## src/rtl/rv32_mem_pkg.sv

```systemverilog
// Shared RV32 load/store encodings, MEM-stage FSM states and the store-side
// formatting helpers used by memory_stage.
package rv32_mem_pkg;

    localparam logic [2:0] F3_LB  = 3'b000;
    localparam logic [2:0] F3_LH  = 3'b001;
    localparam logic [2:0] F3_LW  = 3'b010;
    localparam logic [2:0] F3_LBU = 3'b100;
    localparam logic [2:0] F3_LHU = 3'b101;
    localparam logic [2:0] F3_SB  = 3'b000;
    localparam logic [2:0] F3_SH  = 3'b001;
    localparam logic [2:0] F3_SW  = 3'b010;

    typedef enum logic [1:0] {
        IDLE = 2'd0,
        REQ  = 2'd1,
        WAIT = 2'd2
    } mem_state_e;

    function automatic logic load_f3_ok(input logic [2:0] f3);
        return (f3 == F3_LB) || (f3 == F3_LH) || (f3 == F3_LW) ||
               (f3 == F3_LBU) || (f3 == F3_LHU);
    endfunction

    function automatic logic store_f3_ok(input logic [2:0] f3);
        return (f3 == F3_SB) || (f3 == F3_SH) || (f3 == F3_SW);
    endfunction

    // funct3[1:0] encodes the access size for both loads and stores.
    function automatic logic addr_aligned(input logic [1:0] size, input logic [1:0] a);
        case (size)
            2'b00:   return 1'b1;
            2'b01:   return ~a[0];
            2'b10:   return (a == 2'b00);
            default: return 1'b0;
        endcase
    endfunction

    function automatic logic [31:0] store_wdata(input logic [2:0] f3, input logic [31:0] d);
        case (f3)
            F3_SB:   return {4{d[7:0]}};
            F3_SH:   return {2{d[15:0]}};
            default: return d;
        endcase
    endfunction

    function automatic logic [3:0] store_mask(input logic [2:0] f3, input logic [1:0] a);
        case (f3)
            F3_SB:   return 4'b0001 << a;
            F3_SH:   return 4'b0011 << a;
            default: return 4'b1111;
        endcase
    endfunction

endpackage

```

## src/rtl/mem_load_align.sv

```systemverilog
// Load-data alignment: picks the addressed byte/halfword from the read word
// and sign- or zero-extends it according to funct3.
module mem_load_align
    import rv32_mem_pkg::*;
(
    input  logic [31:0] rdata_i,
    input  logic [1:0]  addr_i,
    input  logic [2:0]  funct3_i,
    output logic [31:0] result_o
);

    logic [7:0]  byte_sel;
    logic [15:0] half_sel;

    always_comb begin
        case (addr_i)
            2'd0:    byte_sel = rdata_i[7:0];
            2'd1:    byte_sel = rdata_i[15:8];
            2'd2:    byte_sel = rdata_i[23:16];
            default: byte_sel = rdata_i[31:24];
        endcase
        half_sel = addr_i[1] ? rdata_i[31:16] : rdata_i[15:0];

        case (funct3_i)
            F3_LB:   result_o = {{24{byte_sel[7]}}, byte_sel};
            F3_LH:   result_o = {{16{half_sel[15]}}, half_sel};
            F3_LW:   result_o = rdata_i;
            F3_LBU:  result_o = {24'h0, byte_sel};
            F3_LHU:  result_o = {16'h0, half_sel};
            default: result_o = '0;
        endcase
    end

endmodule

```

## src/rtl/memory_stage.sv

```systemverilog
// RV32 MEM stage: turns EX/MEM load/store ops into a req/gnt/rvalid data-bus
// access, stalls upstream while it is outstanding, and drives the MEM/WB register.
module memory_stage
    import rv32_mem_pkg::*;
(
    input  logic        clk,
    input  logic        rst,
    input  logic        valid_in,
    input  logic        load_in,
    input  logic        store_in,
    input  logic [31:0] alu_res,
    input  logic [31:0] opb_datain,
    input  logic [1:0]  mem_reg_in,
    input  logic [31:0] next_sel_addr,
    input  logic [31:0] pre_address_in,
    input  logic [31:0] instruction_in,
    output logic        dmem_req,
    output logic        dmem_we,
    output logic [31:0] dmem_addr,
    output logic [31:0] dmem_wdata,
    output logic [3:0]  dmem_wmask,
    input  logic        dmem_gnt,
    input  logic        dmem_rvalid,
    input  logic [31:0] dmem_rdata,
    output logic        mem_stall,
    output logic        wb_valid_out,
    output logic        mem_err_out,
    output logic [31:0] load_data_out,
    output logic [31:0] alu_res_out,
    output logic [31:0] next_sel_address,
    output logic [31:0] pre_address_out,
    output logic [31:0] instruction_out,
    output logic [1:0]  mem_reg_out
);

    mem_state_e  state_q, state_d;
    logic [31:0] addr_q, addr_d;
    logic [31:0] wdata_q, wdata_d;
    logic [3:0]  wmask_q, wmask_d;
    logic        we_q, we_d;
    logic [2:0]  f3_q, f3_d;
    logic [1:0]  off_q, off_d;

    logic        wb_valid_q, wb_valid_d;
    logic        err_q, err_d;
    logic [31:0] ld_q, ld_d;
    logic [31:0] alu_q, nsa_q, pre_q, instr_q;
    logic [1:0]  mreg_q;

    logic [2:0]  funct3;
    logic        is_load, is_store, legal, aligned, op, err, stall;
    logic [31:0] ld_aligned;

    assign funct3   = instruction_in[14:12];
    assign is_load  = load_in & ~store_in;
    assign is_store = store_in & ~load_in;
    assign legal    = (is_load & load_f3_ok(funct3)) | (is_store & store_f3_ok(funct3));
    assign aligned  = addr_aligned(funct3[1:0], alu_res[1:0]);
    assign op       = valid_in & legal & aligned;
    assign err      = valid_in & (load_in | store_in) & ~op;

    mem_load_align u_align (
        .rdata_i  (dmem_rdata),
        .addr_i   (off_q),
        .funct3_i (f3_q),
        .result_o (ld_aligned)
    );

    // Bubble on every stalled edge falls out of the wb_valid_d/err_d defaults.
    always_comb begin
        state_d    = state_q;
        addr_d     = addr_q;
        wdata_d    = wdata_q;
        wmask_d    = wmask_q;
        we_d       = we_q;
        f3_d       = f3_q;
        off_d      = off_q;
        stall      = 1'b0;
        wb_valid_d = 1'b0;
        err_d      = 1'b0;
        ld_d       = '0;

        case (state_q)
            IDLE: begin
                if (op) begin
                    stall   = 1'b1;
                    state_d = REQ;
                    addr_d  = {alu_res[31:2], 2'b00};
                    wdata_d = is_store ? store_wdata(funct3, opb_datain) : '0;
                    wmask_d = is_store ? store_mask(funct3, alu_res[1:0]) : '0;
                    we_d    = is_store;
                    f3_d    = funct3;
                    off_d   = alu_res[1:0];
                end else begin
                    wb_valid_d = valid_in;
                    err_d      = err;
                end
            end
            REQ: begin
                if (dmem_gnt && we_q) begin
                    state_d    = IDLE;
                    wb_valid_d = 1'b1;
                    we_d       = 1'b0;
                    wmask_d    = '0;
                end else if (dmem_gnt) begin
                    stall   = 1'b1;
                    state_d = WAIT;
                end else begin
                    stall = 1'b1;
                end
            end
            WAIT: begin
                if (dmem_rvalid) begin
                    state_d    = IDLE;
                    wb_valid_d = 1'b1;
                    ld_d       = ld_aligned;
                end else begin
                    stall = 1'b1;
                end
            end
            default: state_d = IDLE;
        endcase
    end

    always_ff @(posedge clk or posedge rst) begin
        if (rst) begin
            state_q    <= IDLE;
            addr_q     <= '0;
            wdata_q    <= '0;
            wmask_q    <= '0;
            we_q       <= 1'b0;
            f3_q       <= '0;
            off_q      <= '0;
            wb_valid_q <= 1'b0;
            err_q      <= 1'b0;
            ld_q       <= '0;
            alu_q      <= '0;
            nsa_q      <= '0;
            pre_q      <= '0;
            instr_q    <= '0;
            mreg_q     <= '0;
        end else begin
            state_q    <= state_d;
            addr_q     <= addr_d;
            wdata_q    <= wdata_d;
            wmask_q    <= wmask_d;
            we_q       <= we_d;
            f3_q       <= f3_d;
            off_q      <= off_d;
            wb_valid_q <= wb_valid_d;
            err_q      <= err_d;
            ld_q       <= ld_d;
            alu_q      <= alu_res;
            nsa_q      <= next_sel_addr;
            pre_q      <= pre_address_in;
            instr_q    <= instruction_in;
            mreg_q     <= mem_reg_in;
        end
    end

    assign dmem_req         = (state_q == REQ);
    assign dmem_we          = we_q;
    assign dmem_addr        = addr_q;
    assign dmem_wdata       = wdata_q;
    assign dmem_wmask       = wmask_q;
    assign mem_stall        = stall & ~rst;
    assign wb_valid_out     = wb_valid_q;
    assign mem_err_out      = err_q;
    assign load_data_out    = ld_q;
    assign alu_res_out      = alu_q;
    assign next_sel_address = nsa_q;
    assign pre_address_out  = pre_q;
    assign instruction_out  = instr_q;
    assign mem_reg_out      = mreg_q;

endmodule

```

## config.mk

```make
export PLATFORM = sky130hd
export DESIGN_NAME = memory_stage
export DESIGN_NICKNAME = d
export VERILOG_FILES = /design/src/rtl/rv32_mem_pkg.sv /design/src/rtl/mem_load_align.sv /design/src/rtl/memory_stage.sv
export SDC_FILE = /design/constraint.sdc
export NUM_CORES = 1
export LEC_CHECK = 0
export BUFFER_PORTS_ARGS = -buffer_cell sky130_fd_sc_hd__buf_2
export CORE_AREA = 2 2 170 172
export DETAILED_ROUTE_END_ITERATION = 12
export DIE_AREA = 0 0 172 174
export PLACE_DENSITY = 0.55
export REMOVE_ABC_BUFFERS = 1
export SLEW_MARGIN = 20
export SYNTH_ARGS = -nofsm -noshare
export SYNTH_HDL_FRONTEND = slang
export SYNTH_SLANG_ARGS = --single-unit
export TNS_END_PERCENT = 10
```

## constraint.sdc

```tcl
create_clock -name clk -period 9.23 [get_ports clk]
set_clock_uncertainty 0.2 [all_clocks]
set_input_delay 1.846 -clock clk [delete_from_list [all_inputs] [get_ports clk]]
set_output_delay 1.846 -clock clk [all_outputs]
set_load 0.02 [all_outputs]
```

Word level (Yosys, flattened, before mapping)
Cells that the tools add are included.
W data, S select, Z words.
{"block": "word_totals", "ff_bits": 238, "word_cells": 97, "input_bits": 201, "ram_bits": 0, "latch_bits": 0, "mem_bits_ro": 0, "memories": 0}
{"block": "classes", "n_eq_ne": 18, "muxes": 31, "multipliers": 0, "n_reduce_logical": 15, "order_cmp": 0, "n_shift": 2, "n_bitwise": 16, "n_addsub": 0, "div_mod_pow": 0}
{"op": "$pmux W32 S5", "n": 1}
{"op": "$mux W32", "n": 3}
{"op": "$pmux W32 S2", "n": 1}
{"op": "$pmux W8 S3", "n": 1}
{"op": "$mux W16", "n": 1}
{"op": "$pmux W4 S2", "n": 2}
{"op": "$eq A3 B3 Y1 const B", "n": 4}
{"op": "$mux W4", "n": 3}
{"op": "$mux W1", "n": 10}
{"op": "$and A1 B1 Y1", "n": 9}
{"op": "$pmux W1 S3", "n": 3}
{"op": "$logic_not A2 Y1", "n": 4}
{"op": "$mux W2", "n": 4}
{"op": "$eq A2 B1 Y1 const B", "n": 3}
{"op": "$eq A2 B2 Y1 const B", "n": 3}
{"op": "$eq A3 B1 Y1 const B", "n": 2}
{"op": "$eq A3 B2 Y1 const B", "n": 2}
{"op": "$logic_not A3 Y1", "n": 2}
{"op": "$pmux W2 S3", "n": 1}
{"op": "$reduce_and A3 Y1", "n": 2}
{"op": "$not A1 Y1", "n": 5}
{"op": "$logic_or A1 B1 Y1", "n": 4}
{"op": "$ne A2 B2 Y1 const B", "n": 2}
{"op": "$shl A1 B2 Y4 const A", "n": 1}
{"op": "8 further kinds", "n": 9}

Depth between registers and ports, before layout
Gate-level depths: netlist of run 1.
{"block": "depth", "word_depth": 13, "mapped_depth": 8, "depth_no_buf": 4}

Hierarchy
A second synthesis of run 1 with hierarchy kept.
{"block": "hier_totals", "hier_cells": 583, "area_unflattened_um2": 8679.6}
{"mod": "memory_stage", "area_per_inst_um2": 7634.8, "n_inst": 1, "cells_each": 450, "seq_area_each_um2": 5955.7}
{"mod": "mem_load_align", "area_per_inst_um2": 1044.8, "n_inst": 1, "cells_each": 133, "seq_area_each_um2": 0.0}

Worst setup path before layout of run 1
Ideal clock, no wire load.
{"block": "synth_path", "path_type": "input-to-output", "startpoint": "input instruction_in[14]", "endpoint": "output mem_stall", "setup_slack_ns": 3.644, "n_path_buf": 3, "stages": 7, "arrival_ns": 3.540, "path_cell_list": "clkbuf_1 or4_4 a22oi_1 nand2b_1 clkbuf_1 clkbuf_1 a21oi_1"}
{"block": "synth_via", "elab_chain_len": 12}
{"element": "start: declaration", "line_no": "memory_stage.sv:16", "source": "input logic [31:0] instruction_in,"}
{"element": "$eq A3 B1 Y1 / $logic_not A3 Y1 (equally long branches)", "line_no": "rv32_mem_pkg.sv:21, rv32_mem_pkg.sv:26"}
{"element": "$logic_or A1 B1 Y1 (2 in a row)", "line_no": "rv32_mem_pkg.sv:21, rv32_mem_pkg.sv:26"}
{"element": "$logic_or A1 B1 Y1", "line_no": "rv32_mem_pkg.sv:21", "source": "return (f3 == F3_LB) || (f3 == F3_LH) || (f3 == F3_LW) ||"}
{"element": "$logic_or A1 B1 Y1", "line_no": "rv32_mem_pkg.sv:22", "source": "(f3 == F3_LBU) || (f3 == F3_LHU);"}
{"element": "$and A1 B1 Y1", "line_no": "memory_stage.sv:57", "source": "assign legal = (is_load & load_f3_ok(funct3)) | (is_store & store_f3_ok(funct3));"}
{"element": "$or A1 B1 Y1 *", "line_no": "memory_stage.sv:57"}
{"element": "$and A1 B1 Y1 * (2 in a row)", "line_no": "memory_stage.sv:59", "source": "assign op = valid_in & legal & aligned;"}
{"element": "$mux W1 *", "line_no": "memory_stage.sv:85", "source": "if (op) begin"}
{"element": "$pmux W1 S3 *", "line_no": "memory_stage.sv:83", "source": "case (state_q)"}
{"element": "$and A1 B1 Y1 *", "line_no": "memory_stage.sv:166", "source": "assign mem_stall = stall & ~rst;"}
{"element": "end: declaration", "line_no": "memory_stage.sv:25", "source": "output logic mem_stall,"}
Mark *: on every way between the ends. The rest lies on a longest branch, timed or not.

Worst setup path in the final report of run 1
{"block": "layout_path", "startpoint": "input instruction_in[12]", "endpoint": "output mem_stall"}
{"block": "layout_via", "elab_chain_len": 12}
{"element": "$eq A3 B1 Y1 / $logic_not A3 Y1 (equally long branches)", "line_no": "rv32_mem_pkg.sv:21, rv32_mem_pkg.sv:26"}
{"element": "$logic_or A1 B1 Y1 (2 in a row)", "line_no": "rv32_mem_pkg.sv:21, rv32_mem_pkg.sv:26"}
{"element": "$logic_or A1 B1 Y1", "line_no": "rv32_mem_pkg.sv:21"}
{"element": "$logic_or A1 B1 Y1", "line_no": "rv32_mem_pkg.sv:22"}
{"element": "$and A1 B1 Y1", "line_no": "memory_stage.sv:57"}
{"element": "$or A1 B1 Y1", "line_no": "memory_stage.sv:57"}
{"element": "$and A1 B1 Y1", "line_no": "memory_stage.sv:59"}
{"element": "$and A1 B1 Y1 *", "line_no": "memory_stage.sv:59"}
{"element": "$mux W1 *", "line_no": "memory_stage.sv:85"}
{"element": "$pmux W1 S3 *", "line_no": "memory_stage.sv:83"}
{"element": "$and A1 B1 Y1 *", "line_no": "memory_stage.sv:166"}
Marks and branches as above.

==> out/qor.txt, run 1 <==
status: complete, no violations
hold path startpoint: dmem_wdata[23]$_DFFE_PP0P_
max-slew violations: 0
Synth Register Bits: 238
Internal: 2.09 mW
YS warnings: 0
Final min period: 5770 ps
Metal-1 WL: 9680 µm
DRC: 0
TritonCTS Sinks: 238
top sig layer: met4
met2 routed WL: 12200 µm
Avg Cell Area, Syn: 15.8 µm²
Rows: 62
setup violators final: 0
CTS clk-pin slew, worst paths: 60 ps
postcts setup bufs: 0
Yosys cell types: 41
share of cells above drive strength 1: 0.551
Nets: 1148
Worst-Skew Late Latency: 520 ps
Initial DRC Count: 354
CP Launch Type: input pin
Sw Share: 0.290
routed vias: 5933
Fin. Hold Viols: 0
Post-synth EDFFs: 0
DR pass1 iterations: 4
Initial Util: 0.285
Peak VDD IR: 139 µV
Area growth syn-to-layout: 43.0%
worst min path class: flip-flop to flip-flop
Routed WL: 24600 µm
first-pass GRT wire length: 36600 µm
root buffer cell: clkbuf_16
worst setup path startpoint: instruction_in[12]
register share of total power: 0.424
Core Region: 0.0282 mm²
period utilization: 0.625
# IOs: 436
RSZ-0062 raised after global routing: false
CP arrival: 3730 ps
Peak Freq: 0.173 GHz
top_reg_cell synth: dfrtp_1
pwr dens: 256 mW/mm²
ys async rst share: 1.00
RR Startpoint: state_q[0]$_DFFE_PP0P_
Post-DP HPWL: 18100 µm
Post-Syn Area: 0.00804 mm²
wire length on met3: 2340 µm
Setup CP Type: input pin to output pin
CTS tree: yes
Mapped Cells: 510
Comb pwr share: 0.201
R2R setup slack: 6300 ps
clock power share: 0.375
Die Y: 174 µm
n_diodes: 0
Worst EP required: 7180 ps
Final GP Congestion: 0.815
Crit Path Max Fanout: 33
Psw: 0.853 mW
Worst-Margin Slew: 1040 ps
Seq/Total Area, Yosys: 0.741
Longest Clk Path Bufs: 3
final hold slack: 284 ps
Die Area: 0.0299 mm²
Die Width: 172 µm
Static Leak: 5.84 nW
antenna viol nets, final: 0
wire per inst: 18.3 µm
largest net degree at the start of global routing: 126
post-cts resize count: 0
H-tree depth: 1
gr usage total: 0.158
Inserted Clock Buffers: 26
slew margin rel.: 0.306
Worst setup EP type: output pin
initial antenna violation count: 0
MaxCap Viol Count: 0
vias in the first global route: 6060
hold_buf cts: 0
total gr overflow: 0
DR vias/cell: 4.40
Fin Setup TNS: 0 ps
most frequent cells in the layout: buf_2, dfrtp_1, mux2_2, a21oi_1
number of port buffers: 433
most common cell after layout, fill and taps aside: buf_2
## worst max-delay path, stage by stage
cell	delay, ps
buf_2	250
or4_4	620
a22oi_1	310
nand2b_1	90
buf_4	260
a21oi_1	160
buf_2	170
## through the flow
stage / cell area (µm²) / power [mW] / worst slack [ps] / instances / utilization
2_1_floorplan: 7870 / 1.60 / 653 / 480 / -
3_5_place_dp: 10600 / 1.86 / 3480 / 1303 / 0.375
3_3_place_gp: 10600 / 1.86 / 3500 / 1303 / 0.375
5_1_grt: 11500 / 3.08 / 3340 / 1347 / 0.407
6_report: 11500 / 2.94 / 3460 / 1347 / 0.407
4_1_cts: 11500 / 2.99 / 3480 / 1347 / 0.407
## flip-flops by register name (all words and copies together), names as in the netlist
signal,count
alu_res_out,32
dmem_addr,30
dmem_wdata,32
dmem_we,1
dmem_wmask,4
f3_q,3
instruction_out,32
load_data_out,32
mem_err_out,1
mem_reg_out,2
next_sel_address,32
off_q,2
pre_address_out,32
state_q,2
wb_valid_out,1
## final timing paths
check,end,cells after the start
setup / recovery,mem_stall,7
hold / removal,dmem_wdata[23]$_DFFE_PP0P_,1
setup reg to reg,dmem_addr[30]$_DFFE_PP0P_,4
hold reg to reg,dmem_wdata[23]$_DFFE_PP0P_,1
max in group asynchronous,dmem_addr[15]$_DFFE_PP0P_,3
min in group asynchronous,dmem_wdata[17]$_DFFE_PP0P_,2
## per-layer routing
layer / vias up / GRT usage
met2: 280 / 0.265
met3: 34 / 0.0423
li1: 2688 / -
met5: - / 0
met1: 2931 / 0.205
met4: 0 / 0.0361
## logic make-up after synthesis
family / count (synthesis) / synth area share
and+or+nand+nor: 65 / 0.0401
other: 1 / 0.000466
muxes: 69 / 0.102
AOI/OAI and AO/OA: 103 / 0.0937
DFF: 238 / 0.741
buffers and inverters: 34 / 0.0230
## synthesized netlist by cell type (all sizes together) (4+ instances only)
master	n	area, µm²
dfrtp	238	5960
mux2	35	394
a21oi	29	145
mux2i	27	270
nand2	27	101
o2bb2ai	24	210
clkbuf	18	68.8
o21ai	14	70.1
buf	13	105
nor2	13	48.8
a22o	12	105
a222oi	8	80.1
a22oi	8	60.1
mux4	7	158
nor3	4	20.0
## final cells by class
type,instances,area (µm²)
Fill cell,2782,16700
Sequential cell,238,5960
Timing Repair Buffer,439,2210
Multi-Input combinational cell,239,1920
Clock buffer,35,766
Tap cell,384,480
Clock inverter,9,150
Inverter,3,18.8
## power groups by stage
stage	registers [mW]	logic [mW]	clock network, mW
6_report	1.25	0.591	1.10
5_1_grt	1.26	0.631	1.19
4_1_cts	1.25	0.599	1.14
3_5_place_dp	1.26	0.600	0
3_3_place_gp	1.26	0.593	0
2_1_floorplan	1.40	0.208	0
No activity file was read; power rests on OpenSTA's default activity.
==> inputs of run 2 (changes only) <==
--- a/config.mk
+++ b/config.mk
@@ -6,10 +6,10 @@
 export NUM_CORES = 1
 export LEC_CHECK = 0
 export BUFFER_PORTS_ARGS = -buffer_cell sky130_fd_sc_hd__buf_2
-export CORE_AREA = 2 2 170 172
+export CORE_AREA = 2 2 168 170
 export DETAILED_ROUTE_END_ITERATION = 12
-export DIE_AREA = 0 0 172 174
-export PLACE_DENSITY = 0.55
+export DIE_AREA = 0 0 170 172
+export PLACE_DENSITY = 0.59
 export REMOVE_ABC_BUFFERS = 1
 export SLEW_MARGIN = 20
 export SYNTH_ARGS = -nofsm -noshare
==> constraint.sdc (replaced) <==
create_clock -name clk -period 5.11 [get_ports clk]
set_clock_uncertainty 0.2 [all_clocks]
set_input_delay 1.022 -clock clk [delete_from_list [all_inputs] [get_ports clk]]
set_output_delay 1.022 -clock clk [all_outputs]
set_load 0.02 [all_outputs]
==> run 2 against run 1 <==
Effect of this change:
- flip-flop and latch count unchanged
- die area decreased by 2.3%
- total power increased by 81%
- sequential share of layout area increased by 0.056 points
- largest cell class unchanged
==> out/qor.txt, run 2 (same netlist as run 1, synthesis figures left out) <==
status: complete, no violations
first-pass GRT wire length: 35900 µm (-2.1%)
Area growth syn-to-layout: 42.8%
Worst EP required: 3890 ps (-3290 ps)
Longest Clk Path Bufs: 3 (unchanged)
CP Launch Type: input pin
Worst-Margin Slew: 990 ps (-50.5 ps)
Setup CP Type: input pin to output pin
max-slew violations: 0 (unchanged)
share of cells above drive strength 1: 0.553 (+0.00197)
Post-DP HPWL: 18100 µm (about the same)
n_diodes: 0 (unchanged)
RSZ-0062 raised after global routing: false
hold path startpoint: dmem_wdata[29]$_DFFE_PP0P_
vias in the first global route: 6053 (-0.12%)
slew margin rel.: 0.336 (+0.0301)
CTS clk-pin slew, worst paths: 60 ps (about the same)
Static Leak: 5.84 nW (+0.13%)
gr usage total: 0.160 (+0.00171)
R2R setup slack: 2650 ps (-3650 ps)
initial antenna violation count: 0 (unchanged)
Initial Util: 0.293 (+0.00789)
DR pass1 iterations: 7 (+3)
number of port buffers: 433 (unchanged)
Core Region: 0.0275 mm² (-2.7%)
Initial DRC Count: 337 (-4.8%)
largest net degree at the start of global routing: 131 (+4.0%)
# IOs: 436 (unchanged)
Worst setup EP type: output pin
pwr dens: 463 mW/mm² (+81%)
wire per inst: 18.6 µm (+1.7%)
final hold slack: 283 ps (-1.53 ps)
TritonCTS Sinks: 238 (unchanged)
hold_buf cts: 0 (unchanged)
Filler cells: 2604 (-6.4%)
final worst slack: 1270 ps (-2190 ps)
Hold Path End: dmem_wdata[29]$_DFFE_PP0P_
hold depth: 1 (unchanged)
DRC: 0 (unchanged)
Rows: 61 (-1.6%)
H-tree depth: 1 (unchanged)
Final GP Congestion: 0.790 (-3.1%)
DR vias/cell: 4.53 (+2.9%)
setup violators final: 0 (unchanged)
most frequent cells in the layout: buf_2, dfrtp_1, mux2_2, a21oi_1
flip-flop and latch area: 0.00596 mm² (unchanged)
antenna viol nets, final: 0 (unchanged)
Power Total: 5.32 mW (+81%)
Inserted Clock Buffers: 26 (unchanged)
Nets: 1147 (-0.087%)
Die Area: 0.0292 mm² (-2.3%)
Peak VDD IR: 239 µV (+72%)
Final min period: 3840 ps
most common cell after layout, fill and taps aside: buf_2
reg-to-reg endpoint: dmem_wmask[1]$_DFFE_PP0P_
MaxCap Viol Count: 0 (unchanged)
footprint of the multi-input gates: 0.00193 mm² (+0.59%)
postcts setup bufs: 0 (unchanged)
period utilization: 0.751
root buffer cell: clkbuf_16
worst reg-to-reg path cell count: 5 (+1)
Routed WL: 24400 µm (-1.0%)
CTS tree: yes
Fin. Hold Viols: 0 (unchanged)
CP arrival: 2620 ps (-1110 ps)
dpl ws: 1280 ps (-2200 ps)
RR Startpoint: state_q[0]$_DFFE_PP0P_
Worst-Skew Late Latency: 540 ps (+20 ps)
Die Width: 170 µm (-1.2%)
worst setup path startpoint: instruction_in[12]
Crit Path Max Fanout: 16 (-52%)
Die Y: 172 µm (-1.1%)
routed vias: 5943 (+0.17%)
worst min path class: flip-flop to flip-flop
total gr overflow: 0 (unchanged)
post-cts resize count: 0 (unchanged)
Peak Freq: 0.260 GHz
==> run 2: cell types whose count changed in the layout (fill, tap and decap cells not counted), sizes merged <==
| cell | previous run | this run |
|---|---|---|
| bufinv | 4 | 3 |
| inv | 3 | 4 |
| clkbuf | 35 | 36 |
| clkinv | 3 | 4 |
| buf | 439 | 438 |
| clkinvlp | 2 | 3 |
==> run 2: final cells by class <==
class                   instances  area share
flip-flops and latches        238       0.518
repair buffers                438       0.193
multi-input cells             239       0.168
clock buffers                  36      0.0669
well taps                     346      0.0377
clock inverters                11      0.0145
inverters                       3     0.00163
==> run 2: routing by layer <==
metal | global-route usage | part of all wire | wire [µm] | vias up
li1 | - | - | - | 2684
met1 | 0.202 | 0.41 | 9920 | 2870
met2 | 0.259 | 0.46 | 11300 | 347
met3 | 0.0586 | 0.11 | 2660 | 42
met4 | 0.0491 | 0.022 | 527 | 0
met5 | 0 | 0 | 0 | -
==> run 2: how the worst max path moves through the flow <==
stage,depth (start not counted),end
finish,6,mem_stall
global route,6,mem_stall
CTS,6,mem_stall
detailed placement,6,mem_stall
global placement,6,mem_stall
floorplan,1,alu_res_out[0]$_DFF_PP0_
==> run 2: worst max-delay path, cell delays in order <==
cell      delay, ps
buf_2           240
or4_4           620
a22oi_1         280
nand2b_1        130
a21oi_1         130
buf_2           180
==> run 2: report_power, final <==
part / switching, mW / internal (mW) / total, mW
logic: 0.649 / 0.428 / 1.08
clock network: 0.779 / 1.21 / 1.99
registers: 0.147 / 2.10 / 2.25
total: 1.58 / 3.74 / 5.32
==> run 2: through the flow <==
step | setup TNS (ps) | cells | util | cell area, µm²
after detailed placement | 0 | 1264 | 0.384 | 10600
final | 0 | 1311 | 0.418 | 11500
after global routing | 0 | 1311 | 0.418 | 11500
after global placement | 0 | 1264 | 0.384 | 10500
after CTS | 0 | 1311 | 0.418 | 11500
after floorplan | -629130 | 480 | - | 7870
==> inputs of run 3 (changes only) <==
--- a/config.mk
+++ b/config.mk
@@ -6,10 +6,10 @@
 export NUM_CORES = 1
 export LEC_CHECK = 0
 export BUFFER_PORTS_ARGS = -buffer_cell sky130_fd_sc_hd__buf_2
-export CORE_AREA = 2 2 168 170
+export CORE_AREA = 2 2 170 172
 export DETAILED_ROUTE_END_ITERATION = 12
-export DIE_AREA = 0 0 170 172
-export PLACE_DENSITY = 0.59
+export DIE_AREA = 0 0 172 174
+export PLACE_DENSITY = 0.55
 export REMOVE_ABC_BUFFERS = 1
 export SLEW_MARGIN = 20
 export SYNTH_ARGS = -nofsm -noshare
==> constraint.sdc (replaced) <==
create_clock -name clk -period 3.6 [get_ports clk]
set_clock_uncertainty 0.2 [all_clocks]
set_input_delay 0.72 -clock clk [delete_from_list [all_inputs] [get_ports clk]]
set_output_delay 0.72 -clock clk [all_outputs]
set_load 0.02 [all_outputs]
==> run 3 against run 2 <==
Effect of this change:
- cell count is 3.4% higher
- utilization is 0.86 points lower
- flip-flop and latch count did not move
- critical endpoint unchanged
- largest power group unchanged
==> out/qor.txt, run 3 (same netlist as run 1, synthesis figures left out) <==
slew margin rel.: 0.381 (+0.0452)
hold_buf cts: 0 (unchanged)
TritonCTS Sinks: 238 (unchanged)
max-slew violations: 0 (unchanged)
clock power share: 0.373 (about the same)
root buffer cell: clkbuf_16
DR vias/cell: 4.36 (-3.8%)
Peak Freq: 0.317 GHz
Worst-Margin Slew: 928 ps (-62.4 ps)
MaxCap Viol Count: 0 (unchanged)
vias in the first global route: 6105 (+0.86%)
Final GP Congestion: 0.816 (+3.4%)
Worst setup EP type: output pin
worst min path class: input pin to flip-flop
Worst EP required: 2680 ps (-1210 ps)
Crit Path Max Fanout: 7 (-9)
# IOs: 436 (unchanged)
Initial DRC Count: 448 (+33%)
DP Area: 0.0107 mm² (+0.94%)
Worst-Skew Late Latency: 520 ps (-20 ps)
Internal: 5.34 mW (+43%)
Final min period: 3160 ps
setup violators final: 0 (unchanged)
share of cells above drive strength 1: 0.549 (-0.00445)
initial antenna violation count: 0 (unchanged)
Power Total: 7.51 mW (+41%)
Nets: 1152 (+0.44%)
postcts setup bufs: 0 (unchanged)
total gr overflow: 0 (unchanged)
Psw: 2.17 mW (+38%)
DR pass1 iterations: 7 (unchanged)
Static Leak: 5.87 nW (+0.43%)
Setup CP Type: input pin to output pin
Die Width: 172 µm (+1.2%)
n_diodes: 0 (unchanged)
Fin. Hold Viols: 0 (unchanged)
Die Area: 0.0299 mm² (+2.4%)
CTS tree: yes
Area growth syn-to-layout: 43.8%
Routed WL: 24300 µm (-0.17%)
Die Y: 174 µm (+1.2%)
gr usage total: 0.158 (-0.00235)
post-cts resize count: 0 (unchanged)
CP arrival: 2240 ps (-380 ps)
largest net degree at the start of global routing: 82 (-37%)
most frequent cells in the layout: buf_2, dfrtp_1, mux2_2, a21oi_1
antenna viol nets, final: 0 (unchanged)
Filler cells: 2798 (+7.5%)
cell area after layout: 0.0116 mm² (+0.64%)
period utilization: 0.877
CP Launch Type: input pin
first-pass GRT wire length: 36400 µm (+1.4%)
CTS clk-pin slew, worst paths: 60 ps (about the same)
Peak VDD IR: 324 µV (+36%)
Comb pwr share: 0.202 (about the same)
Post-DP HPWL: 18100 µm (+0.24%)
Core Region: 0.0282 mm² (+2.8%)
status: complete, no violations
register share of total power: 0.425 (about the same)
Inserted Clock Buffers: 26 (unchanged)
routed vias: 5908 (-0.59%)
wire per inst: 17.9 µm (-3.4%)
final hold slack: 98.3 ps (-184 ps)
DRC: 0 (unchanged)
number of port buffers: 433 (unchanged)
H-tree depth: 1 (unchanged)
Longest Clk Path Bufs: 3 (unchanged)
RSZ-0062 raised after global routing: false
pwr dens: 649 mW/mm² (+40%)
Sw Share: 0.289 (-0.00768)
Rows: 62 (+1.6%)
Initial Util: 0.285 (-0.00789)
most common cell after layout, fill and taps aside: buf_2
## run 3: cell types whose count changed in the layout (fill, tap and decap cells not counted), moves of 2 or more
cell,before,now
buf_4,4,7
clkbuf_1,2,8
clkbuf_8,8,4
clkinvlp_4,3,0
buf_12,1,3
## run 3: per-layer routing
layer | track usage | vias to the layer above | wire [µm]
met2 | 0.261 | 278 | 11800
met1 | 0.204 | 2888 | 9720
met5 | 0 | - | 0
li1 | - | 2696 | -
met3 | 0.0426 | 46 | 2240
met4 | 0.0424 | 0 | 538
## run 3: area by class of cell
| class | instances | area (µm²) | area share |
|---|---|---|---|
| multi-input cells | 239 | 1920 | 0.166 |
| clock inverters | 9 | 149 | 0.0129 |
| inverters | 3 | 18.8 | 0.00162 |
| well taps | 384 | 480 | 0.0416 |
| clock buffers | 39 | 761 | 0.0658 |
| repair buffers | 443 | 2280 | 0.197 |
| flip-flops and latches | 238 | 5960 | 0.515 |
## run 3: worst max-delay path: stages
cell and delay [ps]:
buf_2 160, or4_4 560, a22oi_1 290, nand2b_1 130
a21oi_1 180, buf_2 190
## run 3: final timing paths
kind | cells after the start | slack, ps | end | from
max in group asynchronous | 3 | 2290 | next_sel_address[22]$_DFF_PP0_ | rst
hold reg to reg | 1 | 280 | dmem_wdata[26]$_DFFE_PP0P_ | dmem_wdata[26]$_DFFE_PP0P_
setup reg to reg | 4 | 1200 | dmem_addr[10]$_DFFE_PP0P_ | state_q[0]$_DFFE_PP0P_
setup / recovery | 6 | 440 | mem_stall | instruction_in[14]
hold / removal | 1 | 100 | next_sel_address[10]$_DFF_PP0_ | next_sel_addr[10]
min in group asynchronous | 2 | 110 | dmem_wdata[19]$_DFFE_PP0P_ | rst
## run 3: metrics by stage
stage                      util  setup slack, ps  TNS, ps  std cells
after global routing      0.409              322        0       1355
after CTS                 0.409              417        0       1355
final                     0.409              441        0       1355
after global placement    0.377              424        0       1307
after detailed placement  0.377              426        0       1307
after floorplan               -            -3850  -916630        480
## run 3: power groups by stage
stage	sequential (mW)	combinational, mW	clock [mW]
5_1_grt	3.24	1.63	3.00
4_1_cts	3.20	1.54	2.89
2_1_floorplan	3.58	0.534	0
6_report	3.19	1.52	2.80
3_5_place_dp	3.24	1.54	0
3_3_place_gp	3.24	1.52	0
